`config.mk`:
```
export PLATFORM = sky130hd
export DESIGN_NAME = coin_acceptor_flat
export DESIGN_NICKNAME = d
export VERILOG_FILES = /design/src/rtl/coin_pkg.sv /design/src/rtl/coin_acceptor_if.sv /design/src/rtl/coin_debounce.sv /design/src/rtl/coin_acceptor.sv /design/src/flat_wrapper.sv
export SDC_FILE = /design/constraint.sdc
export NUM_CORES = 1
export LEC_CHECK = 0
export ABC_CLOCK_PERIOD_IN_PS = 2700
export BUFFER_PORTS_ARGS = -buffer_cell sky130_fd_sc_hd__buf_2
export CAP_MARGIN = 30
export CORE_ASPECT_RATIO = 1.2
export CORE_MARGIN = 10
export CORE_UTILIZATION = 30
export DETAILED_ROUTE_END_ITERATION = 10
export HOLD_SLACK_MARGIN = 0.15
export PLACE_DENSITY = 0.49
export SLEW_MARGIN = 20
export SYNTH_ARGS = -nofsm -noshare
export SYNTH_HDL_FRONTEND = slang
export SYNTH_SLANG_ARGS = --single-unit
```
`constraint.sdc`:
```
create_clock -name clk -period 2.7 [get_ports clk]
set_input_delay 0.27 -clock clk [delete_from_list [all_inputs] [get_ports clk]]
set_output_delay 0.27 -clock clk [all_outputs]
set_load 0.005 [all_outputs]
```
`src/rtl/coin_pkg.sv`:
```
// ---------------------------------------------------------------------------
// coin_pkg
// Shared definitions for the coin acceptor and the vending FSM that consumes
// its coin code.
//   coin_code_t   : 2-bit coin code (COIN_NONE / COIN_25 / COIN_50)
//   acc_state_t   : acceptor FSM state encoding
//   classify_width: maps a measured pulse width onto a coin code
// ---------------------------------------------------------------------------
package coin_pkg;

  typedef logic [1:0] coin_code_t;

  localparam coin_code_t COIN_NONE = 2'b00;
  localparam coin_code_t COIN_25   = 2'b01;
  localparam coin_code_t COIN_50   = 2'b10;

  typedef enum logic [1:0] {
    IDLE    = 2'b00,
    MEASURE = 2'b01,
    GAP     = 2'b10,
    STUCK   = 2'b11
  } acc_state_t;

  // Inclusive window match; anything outside both windows is COIN_NONE,
  // which the caller turns into a reject.
  function automatic coin_code_t classify_width(
    input int unsigned width,
    input int unsigned min25,
    input int unsigned max25,
    input int unsigned min50,
    input int unsigned max50
  );
    coin_code_t code;
    if ((width >= min25) && (width <= max25)) begin
      code = COIN_25;
    end else if ((width >= min50) && (width <= max50)) begin
      code = COIN_50;
    end else begin
      code = COIN_NONE;
    end
    return code;
  endfunction

endpackage

```
`src/rtl/coin_acceptor_if.sv`:
```
// ---------------------------------------------------------------------------
// coin_acceptor_if
// Groups the sensor/controller side signals of the coin acceptor.
//   coin_sense : raw optical sensor, 1 = beam blocked (async to clk)
//   inhibit    : 1 = reject every coin
//   coin       : single-cycle coin code per accepted coin
//   reject     : single-cycle pulse per rejected coin
//   jam        : level, sensor blocked beyond the longest valid coin
// Modports: master = controller/sensor side, slave = acceptor.
// ---------------------------------------------------------------------------
interface coin_acceptor_if;
  import coin_pkg::*;

  logic       coin_sense;
  logic       inhibit;
  coin_code_t coin;
  logic       reject;
  logic       jam;

  modport master (
    output coin_sense,
    output inhibit,
    input  coin,
    input  reject,
    input  jam
  );

  modport slave (
    input  coin_sense,
    input  inhibit,
    output coin,
    output reject,
    output jam
  );

endinterface

```
`src/rtl/coin_debounce.sv`:
```
// ---------------------------------------------------------------------------
// coin_debounce
// Two-flop synchronizer followed by a stability filter. The debounced level
// s_db only changes after the synchronized input has held the opposite value
// for DEB_CYC consecutive cycles; shorter glitches are discarded.
// Ports:
//   clk   : system clock
//   reset : asynchronous active-low reset
//   din   : raw asynchronous input
//   s_db  : registered debounced level (0 after reset)
// ---------------------------------------------------------------------------
module coin_debounce #(
  parameter int unsigned DEB_CYC = 4
) (
  input  logic clk,
  input  logic reset,
  input  logic din,
  output logic s_db
);

  localparam int unsigned SW = $clog2(DEB_CYC + 1);

  logic          sync1_r;
  logic          sync2_r;
  logic          db_r;
  logic [SW-1:0] stab_r;

  // Synchronizer chain plus stability counter; counter restarts whenever
  // the synchronized input agrees with the current debounced level.
  always_ff @(posedge clk or negedge reset) begin
    if (!reset) begin
      sync1_r <= 1'b0;
      sync2_r <= 1'b0;
      db_r    <= 1'b0;
      stab_r  <= {SW{1'b0}};
    end else begin
      sync1_r <= din;
      sync2_r <= sync1_r;
      if (sync2_r != db_r) begin
        if (stab_r == SW'(DEB_CYC - 1)) begin
          db_r   <= sync2_r;
          stab_r <= {SW{1'b0}};
        end else begin
          stab_r <= stab_r + SW'(1);
        end
      end else begin
        stab_r <= {SW{1'b0}};
      end
    end
  end

  assign s_db = db_r;

endmodule

```
`src/rtl/coin_acceptor.sv`:
```
// ---------------------------------------------------------------------------
// coin_acceptor
// Coin validator: debounces the coin sensor, measures how long each coin
// blocks the beam, and classifies the pulse as 25, 50 or reject. Outputs a
// one-cycle coin code or reject pulse per coin, flags jams and honours
// inhibit (sampled at pulse start).
// Ports:
//   clk   : system clock, rising edge
//   reset : asynchronous active-low reset
//   bus   : coin_acceptor_if.slave (coin_sense, inhibit, coin, reject, jam)
// ---------------------------------------------------------------------------
module coin_acceptor
  import coin_pkg::*;
#(
  parameter int unsigned DEB_CYC = 4,
  parameter int unsigned MIN25   = 20,
  parameter int unsigned MAX25   = 40,
  parameter int unsigned MIN50   = 60,
  parameter int unsigned MAX50   = 100,
  parameter int unsigned GAP_CYC = 16,
  parameter int unsigned CNT_W   = 8
) (
  input  logic            clk,
  input  logic            reset,
  coin_acceptor_if.slave  bus
);

  localparam int unsigned          GW      = $clog2(GAP_CYC + 1);
  localparam logic [CNT_W-1:0]     JAM_CNT = CNT_W'(MAX50 + 1);
  localparam logic [GW-1:0]        GAP_END = GW'(GAP_CYC - 1);

  logic             s_db_s;

  acc_state_t       state_r,  state_nxt_s;
  logic [CNT_W-1:0] cnt_r,    cnt_nxt_s;
  logic [GW-1:0]    gap_r,    gap_nxt_s;
  logic             inh_l_r,  inh_l_nxt_s;
  logic             dbl_r,    dbl_nxt_s;
  coin_code_t       coin_r,   coin_nxt_s;
  logic             reject_r, reject_nxt_s;
  logic             jam_r,    jam_nxt_s;
  coin_code_t       class_s;

  coin_debounce #(
    .DEB_CYC (DEB_CYC)
  ) u_debounce (
    .clk   (clk),
    .reset (reset),
    .din   (bus.coin_sense),
    .s_db  (s_db_s)
  );

  // Window classification of the width accumulated so far.
  always_comb begin
    class_s = classify_width(32'(cnt_r), MIN25, MAX25, MIN50, MAX50);
  end

  // Next-state, counters, flags and next output values.
  always_comb begin
    state_nxt_s  = state_r;
    cnt_nxt_s    = cnt_r;
    gap_nxt_s    = gap_r;
    inh_l_nxt_s  = inh_l_r;
    dbl_nxt_s    = dbl_r;
    coin_nxt_s   = COIN_NONE;
    reject_nxt_s = 1'b0;
    jam_nxt_s    = 1'b0;

    case (state_r)
      IDLE: begin
        if (s_db_s) begin
          state_nxt_s = MEASURE;
          cnt_nxt_s   = CNT_W'(1);
          inh_l_nxt_s = bus.inhibit;
          dbl_nxt_s   = 1'b0;
        end else begin
          state_nxt_s = IDLE;
        end
      end

      MEASURE: begin
        if (s_db_s) begin
          // Jam exit fires at MAX50+1, so cnt never wraps.
          if (cnt_r == JAM_CNT) begin
            state_nxt_s  = STUCK;
            reject_nxt_s = 1'b1;
            jam_nxt_s    = 1'b1;
          end else begin
            cnt_nxt_s = cnt_r + CNT_W'(1);
          end
        end else begin
          state_nxt_s = GAP;
          gap_nxt_s   = {GW{1'b0}};
          if (inh_l_r || dbl_r) begin
            reject_nxt_s = 1'b1;
          end else if (class_s != COIN_NONE) begin
            coin_nxt_s = class_s;
          end else begin
            reject_nxt_s = 1'b1;
          end
        end
      end

      STUCK: begin
        // The reject was already issued on entry; leaving only drops jam.
        if (s_db_s) begin
          jam_nxt_s = 1'b1;
        end else begin
          state_nxt_s = GAP;
          gap_nxt_s   = {GW{1'b0}};
        end
      end

      GAP: begin
        if (s_db_s) begin
          // A coin arriving inside the blanking window is always rejected.
          state_nxt_s = MEASURE;
          cnt_nxt_s   = CNT_W'(1);
          inh_l_nxt_s = bus.inhibit;
          dbl_nxt_s   = 1'b1;
        end else if (gap_r == GAP_END) begin
          state_nxt_s = IDLE;
        end else begin
          gap_nxt_s = gap_r + GW'(1);
        end
      end

      default: begin
        state_nxt_s = IDLE;
        cnt_nxt_s   = {CNT_W{1'b0}};
        gap_nxt_s   = {GW{1'b0}};
        inh_l_nxt_s = 1'b0;
        dbl_nxt_s   = 1'b0;
      end
    endcase
  end

  // State, counter, flag and output registers.
  always_ff @(posedge clk or negedge reset) begin
    if (!reset) begin
      state_r  <= IDLE;
      cnt_r    <= {CNT_W{1'b0}};
      gap_r    <= {GW{1'b0}};
      inh_l_r  <= 1'b0;
      dbl_r    <= 1'b0;
      coin_r   <= COIN_NONE;
      reject_r <= 1'b0;
      jam_r    <= 1'b0;
    end else begin
      state_r  <= state_nxt_s;
      cnt_r    <= cnt_nxt_s;
      gap_r    <= gap_nxt_s;
      inh_l_r  <= inh_l_nxt_s;
      dbl_r    <= dbl_nxt_s;
      coin_r   <= coin_nxt_s;
      reject_r <= reject_nxt_s;
      jam_r    <= jam_nxt_s;
    end
  end

  assign bus.coin   = coin_r;
  assign bus.reject = reject_r;
  assign bus.jam    = jam_r;

endmodule
```
`src/flat_wrapper.sv`:
```
// flat-port wrapper written by rule: the top's interface ports become plain ports
module coin_acceptor_flat import coin_pkg::*;
#(
  parameter int unsigned DEB_CYC = 4,
  parameter int unsigned MIN25   = 20,
  parameter int unsigned MAX25   = 40,
  parameter int unsigned MIN50   = 60,
  parameter int unsigned MAX50   = 100,
  parameter int unsigned GAP_CYC = 16,
  parameter int unsigned CNT_W   = 8
)
  (clk, reset, bus_coin_sense, bus_inhibit, bus_coin, bus_reject, bus_jam);
  coin_acceptor_if bus_i ();
  input  logic clk;
  input  logic reset;
  input wire logic [$bits(bus_i.coin_sense)-1:0] bus_coin_sense;
  input wire logic [$bits(bus_i.inhibit)-1:0] bus_inhibit;
  output wire logic [$bits(bus_i.coin)-1:0] bus_coin;
  output wire logic [$bits(bus_i.reject)-1:0] bus_reject;
  output wire logic [$bits(bus_i.jam)-1:0] bus_jam;
  assign bus_i.coin_sense = bus_coin_sense;
  assign bus_i.inhibit = bus_inhibit;
  assign bus_coin = bus_i.coin;
  assign bus_reject = bus_i.reject;
  assign bus_jam = bus_i.jam;
  coin_acceptor #(.DEB_CYC(DEB_CYC), .MIN25(MIN25), .MAX25(MAX25), .MIN50(MIN50), .MAX50(MAX50), .GAP_CYC(GAP_CYC), .CNT_W(CNT_W)) u_core (.clk(clk), .reset(reset), .bus(bus_i));
endmodule
```
Yosys cells after proc, flatten, opt, wreduce, memory -nomap -nowiden
Index checks and enable logic that the tools add are counted.
{"block": "word_totals", "inputBits": 4, "regBits": 27, "wordCells": 87}
{"block": "classes", "n_reduce_logical": 16, "order_cmp": 4, "addsub": 3, "muxes": 34, "n_eq_ne": 18}
{"cell": "$mux 8", "n": 3}
{"cell": "$mux 2", "n": 11}
{"cell": "$ne 2x2->1 const B", "n": 8}
{"cell": "$pmux 8 s2", "n": 1}
{"cell": "$mux 5", "n": 3}
{"cell": "$mux 1", "n": 10}
{"cell": "$pmux 5 s2", "n": 1}
{"cell": "$add 8x1->8 const B", "n": 1}
{"cell": "$eq 8x7->1 const B", "n": 1}
{"cell": "$ge 8x5->1 const B", "n": 1}
{"cell": "$ge 8x6->1 const B", "n": 1}
{"cell": "$le 8x6->1 const B", "n": 1}
{"cell": "$le 8x7->1 const B", "n": 1}
{"cell": "$pmux 2 s4", "n": 1}
{"cell": "$reduce_and 4->1", "n": 2}
{"cell": "$reduce_bool 2->1", "n": 4}
{"cell": "$mux 3", "n": 2}
{"cell": "$ne 3x2->1 const B", "n": 2}
{"cell": "$reduce_and 3->1", "n": 2}
{"cell": "$add 5x1->5 const B", "n": 1}
{"cell": "$eq 5x4->1 const B", "n": 1}
{"cell": "$eq 2x2->1 const B", "n": 2}
{"cell": "$pmux 1 s2", "n": 2}
{"cell": "$reduce_and 2->1", "n": 2}
{"cell": "9 further kinds", "n": 11}

Logic depth before layout (Yosys ltp)
Gate-level depths: netlist of the first run.
{"block": "depth", "ltp_word": 9, "mapped_depth": 7}

By module
From an unflattened synthesis of the first run, not the netlist that was laid out.
{"block": "hier_totals", "hier_cells": 141, "hier_area_um2": 1420.1}
{"mod": "coin_acceptor", "cells_per_inst": 128, "area_per_inst_um2": 1203.7, "seq_area_each_um2": 525.5, "instances": 1}
{"mod": "coin_debounce", "cells_per_inst": 13, "area_per_inst_um2": 216.5, "seq_area_each_um2": 150.1, "instances": 1}

Worst setup path after synthesis of the first run
OpenSTA, ideal clock, no wires.
{"block": "synth_timing", "path_kind": "flip-flop to flip-flop", "from": "register u_core.gap_r[0]", "to": "register u_core.gap_r[2]", "t_arrival_ns": 1.514, "path_stages_with_launch": 8, "slack_ns": 1.104, "required_ns": 2.617, "path_cell_list": "dfrtp_1 > ha_1 > and3_1 > ha_1 > nand2b_1 > nor2_1 > a31oi_1 > o21ai_0"}
{"block": "synth_between", "elab_chain_len": 4}
{"item": "start: declaration", "line": "coin_acceptor.sv:36", "source": "logic [GW-1:0] gap_r, gap_nxt_s;"}
{"item": "start signal: assignment", "line": "coin_acceptor.sv:143", "source": "gap_r <= {GW{1'b0}};"}
{"item": "start signal: assignment", "line": "coin_acceptor.sv:152", "source": "gap_r <= gap_nxt_s;"}
{"item": "$add 5x1->5", "line": "coin_acceptor.sv:124", "source": "gap_nxt_s = gap_r + GW'(1);"}
{"item": "$mux 5", "line": "coin_acceptor.sv:121", "source": "end else if (gap_r == GAP_END) begin"}
{"item": "$mux 5", "line": "coin_acceptor.sv:115", "source": "if (s_db_s) begin"}
{"item": "$pmux 5 s2", "line": "coin_acceptor.sv:69", "source": "case (state_r)"}
Several ways; a longest one is shown, not always the timed one. The select of a mux whose other input is x is not followed.
A chain may end at the register's enable or synchronous reset.

Final worst setup path of the first run
{"block": "layout_timing", "from": "register u_core.u_debounce.db_r (netlist: u_core.u_debounce.s_db)", "to": "register u_core.cnt_r[5]"}
{"block": "layout_between", "elab_chain_len": 2}
{"item": "start: declaration", "line": "coin_debounce.sv:25", "source": "logic db_r;"}
{"item": "start signal: assignment", "line": "coin_debounce.sv:41", "source": "db_r <= sync2_r;"}
{"item": "$ne 2x2->1 (no line) / $ne 2x1->1 (equally long branches)"}
{"item": "$reduce_and 4->1 (no line) *"}
{"item": "end signal: assignment", "line": "coin_acceptor.sv:142", "source": "cnt_r <= {CNT_W{1'b0}};"}
{"item": "end signal: assignment", "line": "coin_acceptor.sv:151", "source": "cnt_r <= cnt_nxt_s;"}
{"item": "end: declaration", "line": "coin_acceptor.sv:35", "source": "logic [CNT_W-1:0] cnt_r, cnt_nxt_s;"}
Every way passes the cells marked *; elsewhere a longest branch is shown, timed or not.

==> results.sh, run 1 <==
export IMPL_syn_to_final_growth_pct=9.79
export IMPL_status="completed"
export IMPL_synth_simple_area_share=0.198
export IMPL_peakVddDrop_uv=406
export IMPL_min_period_ns=1.83
export IMPL_period_share=0.677
export IMPL_crit_family="simple AND/OR/NAND/NOR gates"
export IMPL_fin_cells=195
export IMPL_grt_max_degree=28
export IMPL_synth_fa_ha_area_frac=0.0554
export IMPL_drt_iter0_markers=68
export IMPL_root_buffer="clkbuf_8"
export IMPL_reg2reg_from="u_core.u_debounce.s_db"
export IMPL_r2r_end="u_core.cnt_r[5]"
export IMPL_avgViaCountPerCell=4.78
export IMPL_setup_viol=0
export IMPL_hp_class="input port to flip-flop"
export IMPL_antenna_cells=0
export IMPL_cts_repair_resized=0
export IMPL_clock_path_buffers=2
export IMPL_max_slew_worst_pin_slew_ns=0.616
export IMPL_p_per_area_nw_per_um2=858
export IMPL_syn_nets=142
export IMPL_die_width_um=81.4
export IMPL_critPathMaxFanout=15
export IMPL_grt_first_pass_wirelength_um=4300
export IMPL_register_area_um2=676
export IMPL_initial_core_util=0.313
export IMPL_drive_gt1_frac=0.158
export IMPL_cp_required_ns=2.86
export IMPL_setup_slack_ns=0.872
export IMPL_slew_headroom=0.589
export IMPL_post_cts_buffers=0
export IMPL_drv_slew=0
export IMPL_numCtsBuffers=3
export IMPL_htreeDepth=1
export IMPL_post_dp_hpwl_um=1820
export IMPL_antenna_found_initial=0
export IMPL_overflow=0
export IMPL_finalClockSkew_ns=0.00438
export IMPL_clk_latency_ns=0.27
export IMPL_synth_top_cell_by_area="dfrtp_1"
export IMPL_critPathKind="flip-flop to flip-flop"
export IMPL_synth_area_um2=1360
export IMPL_multi_input_area_um2=607
export IMPL_worstPathArrival_ns=1.98
export IMPL_dieArea_um2=7620
export IMPL_yosys_warnings=0
export IMPL_fill_cells=442
export IMPL_cp_cell_sequence="nand2_1 > nor4_1 > nand4_1 > xor2_1 > nor2_1"
export IMPL_clk_pin_slew_ns=0.10
export IMPL_firstDrtPassIters=4
export IMPL_crit_path_top_delay_cell="dfrtp_1"
export IMPL_ys_seq_area_frac=0.499
export IMPL_core_um2=4330
export IMPL_io_pin_count=8
export IMPL_synth_top_family_by_area="simple AND/OR/NAND/NOR gates"
export IMPL_whs_path_depth=2
export IMPL_rsz0062_at_grt="false"
export IMPL_synth_area_leaders="dfrtp_1 (50%), ha_1 (5.5%), nand2_1 (3.0%), nor2_1 (3.0%), o21ai_0 (3.0%)"
export IMPL_hold_viol=0
export IMPL_min_to="u_core.inh_l_r"
export IMPL_wl_per_cell_um=12.5
export IMPL_cts_tree="built"
export IMPL_p_leak_nw=0.645
export IMPL_io_buffer_count=7
export IMPL_r2r_cells=5
export IMPL_synth_area_mux_share=0.0323
export IMPL_die_h_um=93.6
export IMPL_cp_buffers_inverters=0
export IMPL_grt_pass1_vias=980
export IMPL_routed_wl_um=2430
export IMPL_cap_violations=0
export IMPL_r2r_setup_slack_ns=0.87
export IMPL_synth_xor_area_frac=0.0259
export IMPL_synth_top_cell_area_share=0.499
export IMPL_clock_sinks=27
export IMPL_synthDistinctLibCells=36
export IMPL_fmax_mhz=547
export IMPL_worstHoldStart="bus_inhibit"
export IMPL_avgSynthCellArea_um2=10.3
export IMPL_ant_nets=0
export IMPL_num_rows=26
export IMPL_grt_usage=0.0707
export IMPL_synth_cells=132
export IMPL_setup_tns_ns=0
export IMPL_vias=933
export IMPL_synth_seq_cells=27
export IMPL_end_kind="flip-flop"
export IMPL_dpl_worst_slack_ns=0.876
export IMPL_placed_cells=189
export IMPL_hold_buffers=2
export IMPL_routabilityCongestion=0.759
export IMPL_crit_path_max_incr_delay_ns=0.63
export IMPL_critPathLaunchType="flip-flop"
export IMPL_synth_compound_area_frac=0.137
export IMPL_finalNetCount=150
export IMPL_drc=0
-- state kept, by name (all words and copies together), names as in the netlist --
register,flops
u_core.u_debounce.sync2_r,1
u_core.u_debounce.stab_r,3
u_core.bus.jam,1
u_core.cnt_r,8
u_core.gap_r,5
u_core.bus.reject,1
u_core.dbl_r,1
u_core.u_debounce.sync1_r,1
u_core.inh_l_r,1
u_core.bus.coin,2
u_core.u_debounce.s_db,1
u_core.state_r,2
-- where the power goes --
group	switching, mW	internal (mW)
logic	0.213	0.181
clock network	0.134	0.108
registers	0.138	0.501
total	0.486	0.791
-- synth_stat cells, drive strengths merged --
cell,number
a2111oi,1
a21boi,3
a21oi,5
a22oi,2
a31oi,5
a32o,1
and2,1
and3,2
and4b,1
buf,5
clkbuf,2
dfrtp,27
ha,6
inv,6
mux2,3
mux2i,1
nand2,11
nand2b,2
nand3,3
nand3b,1
nand4,2
nor2,13
nor2b,4
nor3,5
nor3b,3
nor4,3
o21ai,9
o22ai,1
xnor2,1
xor2,3
-- cells in the final DEF, fill, tap and decap left out --
| cell | n |
|---|---|
| inv_1 | 6 |
| and4b_1 | 1 |
| o21ai_2 | 1 |
| a32o_1 | 1 |
| inv_6 | 1 |
| a21oi_1 | 5 |
| mux2i_1 | 1 |
| o21ai_0 | 8 |
| nand2b_1 | 2 |
| nor2_1 | 11 |
| nor3_1 | 5 |
| ha_1 | 6 |
| and3_1 | 1 |
| and3_4 | 1 |
| buf_4 | 1 |
| buf_2 | 7 |
| nor2b_1 | 4 |
| a2111oi_2 | 1 |
| nand3_1 | 3 |
| a31oi_1 | 5 |
| nor2_2 | 2 |
| a22oi_2 | 1 |
| dlygate4sd3_1 | 2 |
| clkbuf_8 | 3 |
| o22ai_2 | 1 |
| nand2_1 | 11 |
| xor2_1 | 3 |
| nor3b_1 | 3 |
| nand3b_1 | 1 |
| xnor2_1 | 1 |
| and2_1 | 1 |
| nand4_1 | 2 |
| nor4_1 | 3 |
| a21boi_1 | 3 |
| a22oi_1 | 1 |
| dfrtp_1 | 27 |
| mux2_2 | 3 |
-- how the worst max path moves through the flow --
stage / depth (start not counted) / startpoint / to / slack (ns)
after global routing: 5 / u_core.u_debounce.s_db / u_core.cnt_r[5] / 0.68
after floorplan: 7 / u_core.gap_r[0] / u_core.gap_r[2] / 1.10
after detailed placement: 5 / u_core.u_debounce.s_db / u_core.cnt_r[5] / 0.88
after CTS: 5 / u_core.u_debounce.s_db / u_core.cnt_r[5] / 0.85
after global placement: 5 / u_core.u_debounce.s_db / u_core.cnt_r[5] / 0.87
final: 5 / u_core.u_debounce.s_db / u_core.cnt_r[5] / 0.87
-- layout make-up --
type	count	area share
sequential	27	0.454
clock buffer	3	0.0278
tap	56	0.0471
multi-input combinational	92	0.408
clock inverter	1	0.00589
inverter	6	0.0151
timing repair buffer	10	0.0421
-- metal layers --
layer | vias to the layer above | track usage | part of all wire
met2 | 9 | 0.126 | 0.51
met5 | - | 0 | 0
met1 | 447 | 0.0767 | 0.45
met4 | 0 | 0.0260 | 0.0078
met3 | 2 | 0.0192 | 0.035
li1 | 475 | - | -
-- cells by family (layout without fill, tap and decap cells) --
kind of cell    after synthesis  count (layout)
mux                           4               4
compound gates               27              27
buf+inv                      13              20
xor+xnor                      4               4
flops                        27              27
simple gates                 51              51
fa+ha+maj                     6               6
-- stage by stage --
stage | utilization | power (mW) | hold slack [ns] | instance area [um2]
finish | 0.344 | 1.28 | 0.226 | 1490
global placement | 0.328 | 1.04 | 0.312 | 1420
detailed placement | 0.328 | 1.05 | 0.322 | 1420
global route | 0.344 | 1.39 | 0.229 | 1490
CTS | 0.344 | 1.30 | 0.221 | 1490
floorplan | - | 0.960 | -0.0256 | 1360
Note: power is estimated with default switching activity, not from simulation.
==> inputs of run 2 (changes only) <==
--- a/config.mk
+++ b/config.mk
@@ -5,7 +5,7 @@
 export SDC_FILE = /design/constraint.sdc
 export NUM_CORES = 1
 export LEC_CHECK = 0
-export ABC_CLOCK_PERIOD_IN_PS = 2700
+export ABC_CLOCK_PERIOD_IN_PS = 1790
 export BUFFER_PORTS_ARGS = -buffer_cell sky130_fd_sc_hd__buf_2
 export CAP_MARGIN = 30
 export CORE_ASPECT_RATIO = 1.2
==> constraint.sdc (replaced) <==
create_clock -name clk -period 1.79 [get_ports clk]
set_input_delay 0.179 -clock clk [delete_from_list [all_inputs] [get_ports clk]]
set_output_delay 0.179 -clock clk [all_outputs]
set_load 0.005 [all_outputs]
==> run 2 against run 1 <==
Sequential power up 40%. Hold slack better by 0.13 ns. Fmax up 13%. Wire length up 4.4%. Clock power up 51%. Non-clock buffer count up 7. Via count up 3.5%. Critical endpoint is now u_core.gap_r[3]. Highest routed layer unchanged.
==> results.sh, run 2 (synthesis results as in run 1) <==
export IMPL_htreeDepth=1
export IMPL_routabilityCongestion=0.810
export IMPL_hold_viol=0
export IMPL_p_leak_nw=0.680
export IMPL_worstPathArrival_ns=1.77
export IMPL_end_kind="flip-flop"
export IMPL_fin_cells=202
export IMPL_slew_headroom=0.585
export IMPL_io_buffer_count=7
export IMPL_max_slew_worst_pin_slew_ns=0.623
export IMPL_root_buffer="clkbuf_8"
export IMPL_layout_commonest_cell="dfrtp_1"
export IMPL_intPower_mw=1.28
export IMPL_cp_buffers_inverters=0
export IMPL_p_per_area_nw_per_um2=1310
export IMPL_drc=0
export IMPL_fill_cells=453
export IMPL_cp_cell_sequence="ha_2 > and3_1 > ha_1 > nor2b_2 > nand4_1 > mux2i_1 > o21ai_0"
export IMPL_firstDrtPassIters=4
export IMPL_setup_slack_ns=0.170
export IMPL_wl_per_cell_um=12.6
export IMPL_post_dp_hpwl_um=1840
export IMPL_antenna_found_initial=0
export IMPL_status="completed"
export IMPL_rsz0062_at_grt="false"
export IMPL_min_period_ns=1.62
export IMPL_grt_usage=0.0746
export IMPL_critPathLaunchType="flip-flop"
export IMPL_peakVddDrop_uv=552
export IMPL_placed_cells=194
export IMPL_finalNetCount=157
export IMPL_dpl_worst_slack_ns=0.0465
export IMPL_grt_pass1_vias=1009
export IMPL_die_h_um=93.6
export IMPL_ant_nets=0
export IMPL_clkPwrFrac=0.180
export IMPL_cap_violations=0
export IMPL_setup_tns_ns=0
export IMPL_io_pin_count=8
export IMPL_vias=966
export IMPL_p_sw_frac=0.374
export IMPL_drv_slew=0
export IMPL_finalClockSkew_ns=0.0131
export IMPL_critPathMaxFanout=4
export IMPL_p_comb_frac=0.383
export IMPL_period_share=0.905
export IMPL_clock_sinks=27
export IMPL_postLayoutCoreUtil=0.361
export IMPL_numCtsBuffers=3
export IMPL_crit_family="simple AND/OR/NAND/NOR gates"
export IMPL_drt_iter0_markers=37
export IMPL_initial_core_util=0.313
export IMPL_crit_path_top_delay_cell="dfrtp_1"
export IMPL_largest_reg_flops=8
export IMPL_critPathKind="flip-flop to flip-flop"
export IMPL_layout_common_cells="dfrtp_1 (27), nand2_1 (11), nor2_1 (10)"
export IMPL_grt_max_degree=28
export IMPL_clock_path_buffers=2
export IMPL_clk_pin_slew_ns=0.11
export IMPL_cts_tree="built"
export IMPL_drive_gt1_frac=0.226
export IMPL_routed_wl_um=2540
export IMPL_num_rows=26
export IMPL_antenna_cells=0
export IMPL_syn_to_final_growth_pct=15.3
export IMPL_dieArea_um2=7620
export IMPL_setup_viol=0
export IMPL_hp_class="flip-flop to flip-flop"
export IMPL_overflow=0
export IMPL_clk_latency_ns=0.28
export IMPL_p_sw_uw=766
export IMPL_top_regs="u_core.cnt_r: 8 flops, u_core.gap_r: 5 flops, u_core.u_debounce.stab_r: 3 flops"
export IMPL_core_um2=4330
export IMPL_grt_first_pass_wirelength_um=4600
export IMPL_crit_path_max_incr_delay_ns=0.42
export IMPL_fmax_mhz=617
export IMPL_regMostFlops="u_core.cnt_r"
export IMPL_cp_required_ns=1.94
export IMPL_total_power_mw=2.05
export IMPL_pwr_share_seq=0.438
export IMPL_avgViaCountPerCell=4.78
export IMPL_die_width_um=81.4
-- run 2: cell type report --
| type | count | area (um2) | share of cell area |
|---|---|---|---|
| timing repair buffer | 17 | 118 | 0.0753 |
| clock buffer | 3 | 41.3 | 0.0264 |
| clock inverter | 1 | 8.76 | 0.00560 |
| multi-input combinational | 92 | 627 | 0.401 |
| inverter | 6 | 22.5 | 0.0144 |
| sequential | 27 | 676 | 0.432 |
| tap | 56 | 70.1 | 0.0448 |
-- run 2: metal layers --
| layer | vias up | GRT usage | share of wire |
|---|---|---|---|
| li1 | 485 | - | - |
| met1 | 468 | 0.0933 | 0.47 |
| met2 | 9 | 0.117 | 0.49 |
| met3 | 4 | 0.0172 | 0.030 |
| met4 | 0 | 0.0347 | 0.015 |
| met5 | - | 0 | 0 |
-- run 2: stage by stage --
stage | hold slack, ns | instance area [um2]
final | 0.360 | 1560
after global routing | 0.369 | 1560
after CTS | 0.365 | 1540
after detailed placement | 0.238 | 1460
after global placement | 0.215 | 1460
after floorplan | -0.117 | 1360
-- run 2: timing repair --
action / 4_1_cts / 5_1_grt
buffers inserted: 0 / 1
endpoints found under the setup margin: 0 / 5
hold buffers: 3 / 0
gates resized for setup: 0 / 7
endpoints found under the hold margin: 29 / 0
-- run 2: path summary, 6_finish.rpt --
check / startpoint / endpoint / slack (ns) / cells past startpoint
setup / recovery: u_core.gap_r[0] / u_core.gap_r[3] / 0.17 / 7
hold / removal: u_core.u_debounce.sync1_r / u_core.u_debounce.sync2_r / 0.36 / 0
setup reg to reg: u_core.gap_r[0] / u_core.gap_r[3] / 0.17 / 7
hold reg to reg: u_core.u_debounce.sync1_r / u_core.u_debounce.sync2_r / 0.36 / 0
max in group asynchronous: reset / u_core.cnt_r[1] / 0.94 / 2
min in group asynchronous: reset / u_core.bus.coin[1] / 0.43 / 2
-- run 2: power by group through the flow --
stage / clock [mW] / sequential [mW] / combinational [mW]
5_1_grt: 0.395 / 0.919 / 0.907
4_1_cts: 0.386 / 0.896 / 0.744
3_3_place_gp: 0 / 0.902 / 0.725
3_5_place_dp: 0 / 0.909 / 0.737
6_report: 0.368 / 0.896 / 0.784
2_1_floorplan: 0 / 0.848 / 0.599
-- run 2: worst register-to-register path, stage by stage (launching register included) --
cell,delay (ns)
dfrtp_1,0.42
ha_2,0.21
and3_1,0.18
ha_1,0.19
nor2b_2,0.13
nand4_1,0.12
mux2i_1,0.17
o21ai_0,0.08
==> inputs of run 3 (changes only) <==
--- a/config.mk
+++ b/config.mk
@@ -11,7 +11,9 @@
 export CORE_ASPECT_RATIO = 1.2
 export CORE_MARGIN = 10
 export CORE_UTILIZATION = 30
+export CTS_CLUSTER_SIZE = 8
 export DETAILED_ROUTE_END_ITERATION = 10
+export GPL_TIMING_DRIVEN = 0
 export HOLD_SLACK_MARGIN = 0.15
 export PLACE_DENSITY = 0.49
 export SLEW_MARGIN = 20
==> run 3 against run 2 <==
Via count grew 2.4%. Core utilization grew 0.20 points. Critical path depth is the same. Cell count grew 0.99%. Clock power shrank 6.5%. Combinational power grew 6.9%. Fmax shrank 1.9%. Sequential power shrank 4.5%. Clock skew shrank 0.0094 ns. Critical path type unchanged.
==> results.sh, run 3 (synthesis results as in run 1) <==
export IMPL_vias=989
export IMPL_largest_reg_flops=8
export IMPL_r2r_cells=7
export IMPL_fmax_mhz=605
export IMPL_cp_depth=7
export IMPL_setup_viol=0
export IMPL_slew_headroom=0.599
export IMPL_core_um2=4330
export IMPL_crit_path_max_incr_delay_ns=0.44
export IMPL_cp_cell_sequence="ha_2 > and3_1 > ha_1 > nor2b_2 > nand4_1 > mux2i_1 > o21ai_0"
export IMPL_p_per_area_nw_per_um2=1300
export IMPL_reg2reg_from="u_core.gap_r[0]"
export IMPL_min_period_ns=1.65
export IMPL_dpl_cell_area_um2=1460
export IMPL_wl_per_cell_um=12.8
export IMPL_avgViaCountPerCell=4.85
export IMPL_critPathKind="flip-flop to flip-flop"
export IMPL_hold_viol=0
export IMPL_cp_required_ns=1.93
export IMPL_finalClockSkew_ns=0.00376
export IMPL_clock_sinks=27
export IMPL_layout_common_cells="dfrtp_1 (26), nand2_1 (11), nor2_1 (10)"
export IMPL_root_buffer="clkbuf_8"
export IMPL_status="completed"
export IMPL_num_rows=26
export IMPL_grt_usage=0.0773
export IMPL_hp_class="flip-flop to flip-flop"
export IMPL_dieArea_um2=7620
export IMPL_firstDrtPassIters=4
export IMPL_critPathMaxFanout=5
export IMPL_drc=0
export IMPL_antenna_found_initial=0
export IMPL_drv_slew=0
export IMPL_setup_tns_ns=0
export IMPL_cap_violations=0
export IMPL_crit_family="flip-flops"
export IMPL_drt_iter0_markers=33
export IMPL_fill_cells=440
export IMPL_numCtsBuffers=3
export IMPL_clk_latency_ns=0.27
export IMPL_die_h_um=93.6
export IMPL_peakVddDrop_uv=613
export IMPL_placed_cells=195
export IMPL_clock_path_buffers=2
export IMPL_period_share=0.923
export IMPL_p_leak_nw=0.677
export IMPL_rsz0062_at_grt="false"
export IMPL_syn_to_final_growth_pct=16.0
export IMPL_max_slew_worst_pin_slew_ns=0.602
export IMPL_fin_cells=204
export IMPL_overflow=0
export IMPL_worstPathArrival_ns=1.79
export IMPL_regMostFlops="u_core.cnt_r"
export IMPL_whs_path_depth=0
export IMPL_min_to="u_core.u_debounce.sync2_r"
export IMPL_end_kind="flip-flop"
export IMPL_htreeDepth=1
export IMPL_grt_first_pass_wirelength_um=4780
export IMPL_cts_tree="built"
export IMPL_antenna_cells=0
export IMPL_worstHoldStart="u_core.u_debounce.sync1_r"
export IMPL_finalNetCount=159
export IMPL_io_pin_count=8
export IMPL_routed_wl_um=2610
export IMPL_r2r_end="u_core.gap_r[3]"
export IMPL_post_dp_hpwl_um=1870
export IMPL_routabilityCongestion=0.789
export IMPL_whs_ns=0.353
export IMPL_layout_commonest_cell="dfrtp_1"
export IMPL_io_buffer_count=7
export IMPL_grt_max_degree=28
export IMPL_clk_pin_slew_ns=0.09
export IMPL_drive_gt1_frac=0.216
export IMPL_ant_nets=0
export IMPL_initial_core_util=0.313
export IMPL_die_width_um=81.4
export IMPL_grt_pass1_vias=1088
export IMPL_critPathLaunchType="flip-flop"
export IMPL_fin_area_um2=1570
export IMPL_r2r_setup_slack_ns=0.14
export IMPL_postLayoutCoreUtil=0.363
export IMPL_top_regs="u_core.cnt_r: 8 flops, u_core.gap_r: 5 flops, u_core.u_debounce.stab_r: 3 flops"
export IMPL_crit_path_top_delay_cell="dfrtp_2"
export IMPL_cp_buffers_inverters=0
-- run 3: stage by stage --
step,setup WS [ns],power [mW]
detailed placement,0.0117,1.65
finish,0.138,2.04
floorplan,0.194,1.45
global route,0.00363,2.23
CTS,0.0264,2.01
global placement,0.0464,1.63
-- run 3: final cells by class --
class                      instances  area [um2]  share of cell area
tap                               56        70.1              0.0446
sequential                        27         677               0.431
timing repair buffer              12        80.1              0.0510
multi-input combinational         92         627               0.399
inverter                           6        22.5              0.0143
clock buffer                       4        45.0              0.0287
buffer                             7        50.0              0.0318
-- run 3: what timing repair did --
item	in CTS	in global routing
resized for setup	1	8
hold buffers	3	0
hold endpoints to repair	29	0
setup buffers	0	2
gates cloned	0	0
pin swaps	0	1
endpoints found under the setup margin	1	5
-- run 3: how the worst max path moves through the flow --
stage,startpoint,endpoint
after global routing,u_core.cnt_r[0],u_core.bus.reject
final,u_core.gap_r[0],u_core.gap_r[3]
after floorplan,u_core.gap_r[0],u_core.gap_r[2]
after global placement,u_core.gap_r[0],u_core.gap_r[2]
after detailed placement,u_core.gap_r[0],u_core.gap_r[2]
after CTS,u_core.gap_r[0],u_core.gap_r[2]
-- run 3: where the power goes --
group / total [mW] / switching [mW] / internal, mW
sequential: 0.856 / 0.0964 / 0.760
combinational: 0.838 / 0.476 / 0.362
clock: 0.344 / 0.184 / 0.159
total: 2.04 / 0.757 / 1.28
-- run 3: routing by layer --
layer	routed length, um	global-route usage	part of all wire
met3	112	0.0230	0.043
met4	36	0.0217	0.014
met5	0	0	0
met2	1330	0.135	0.51
met1	1130	0.0882	0.43
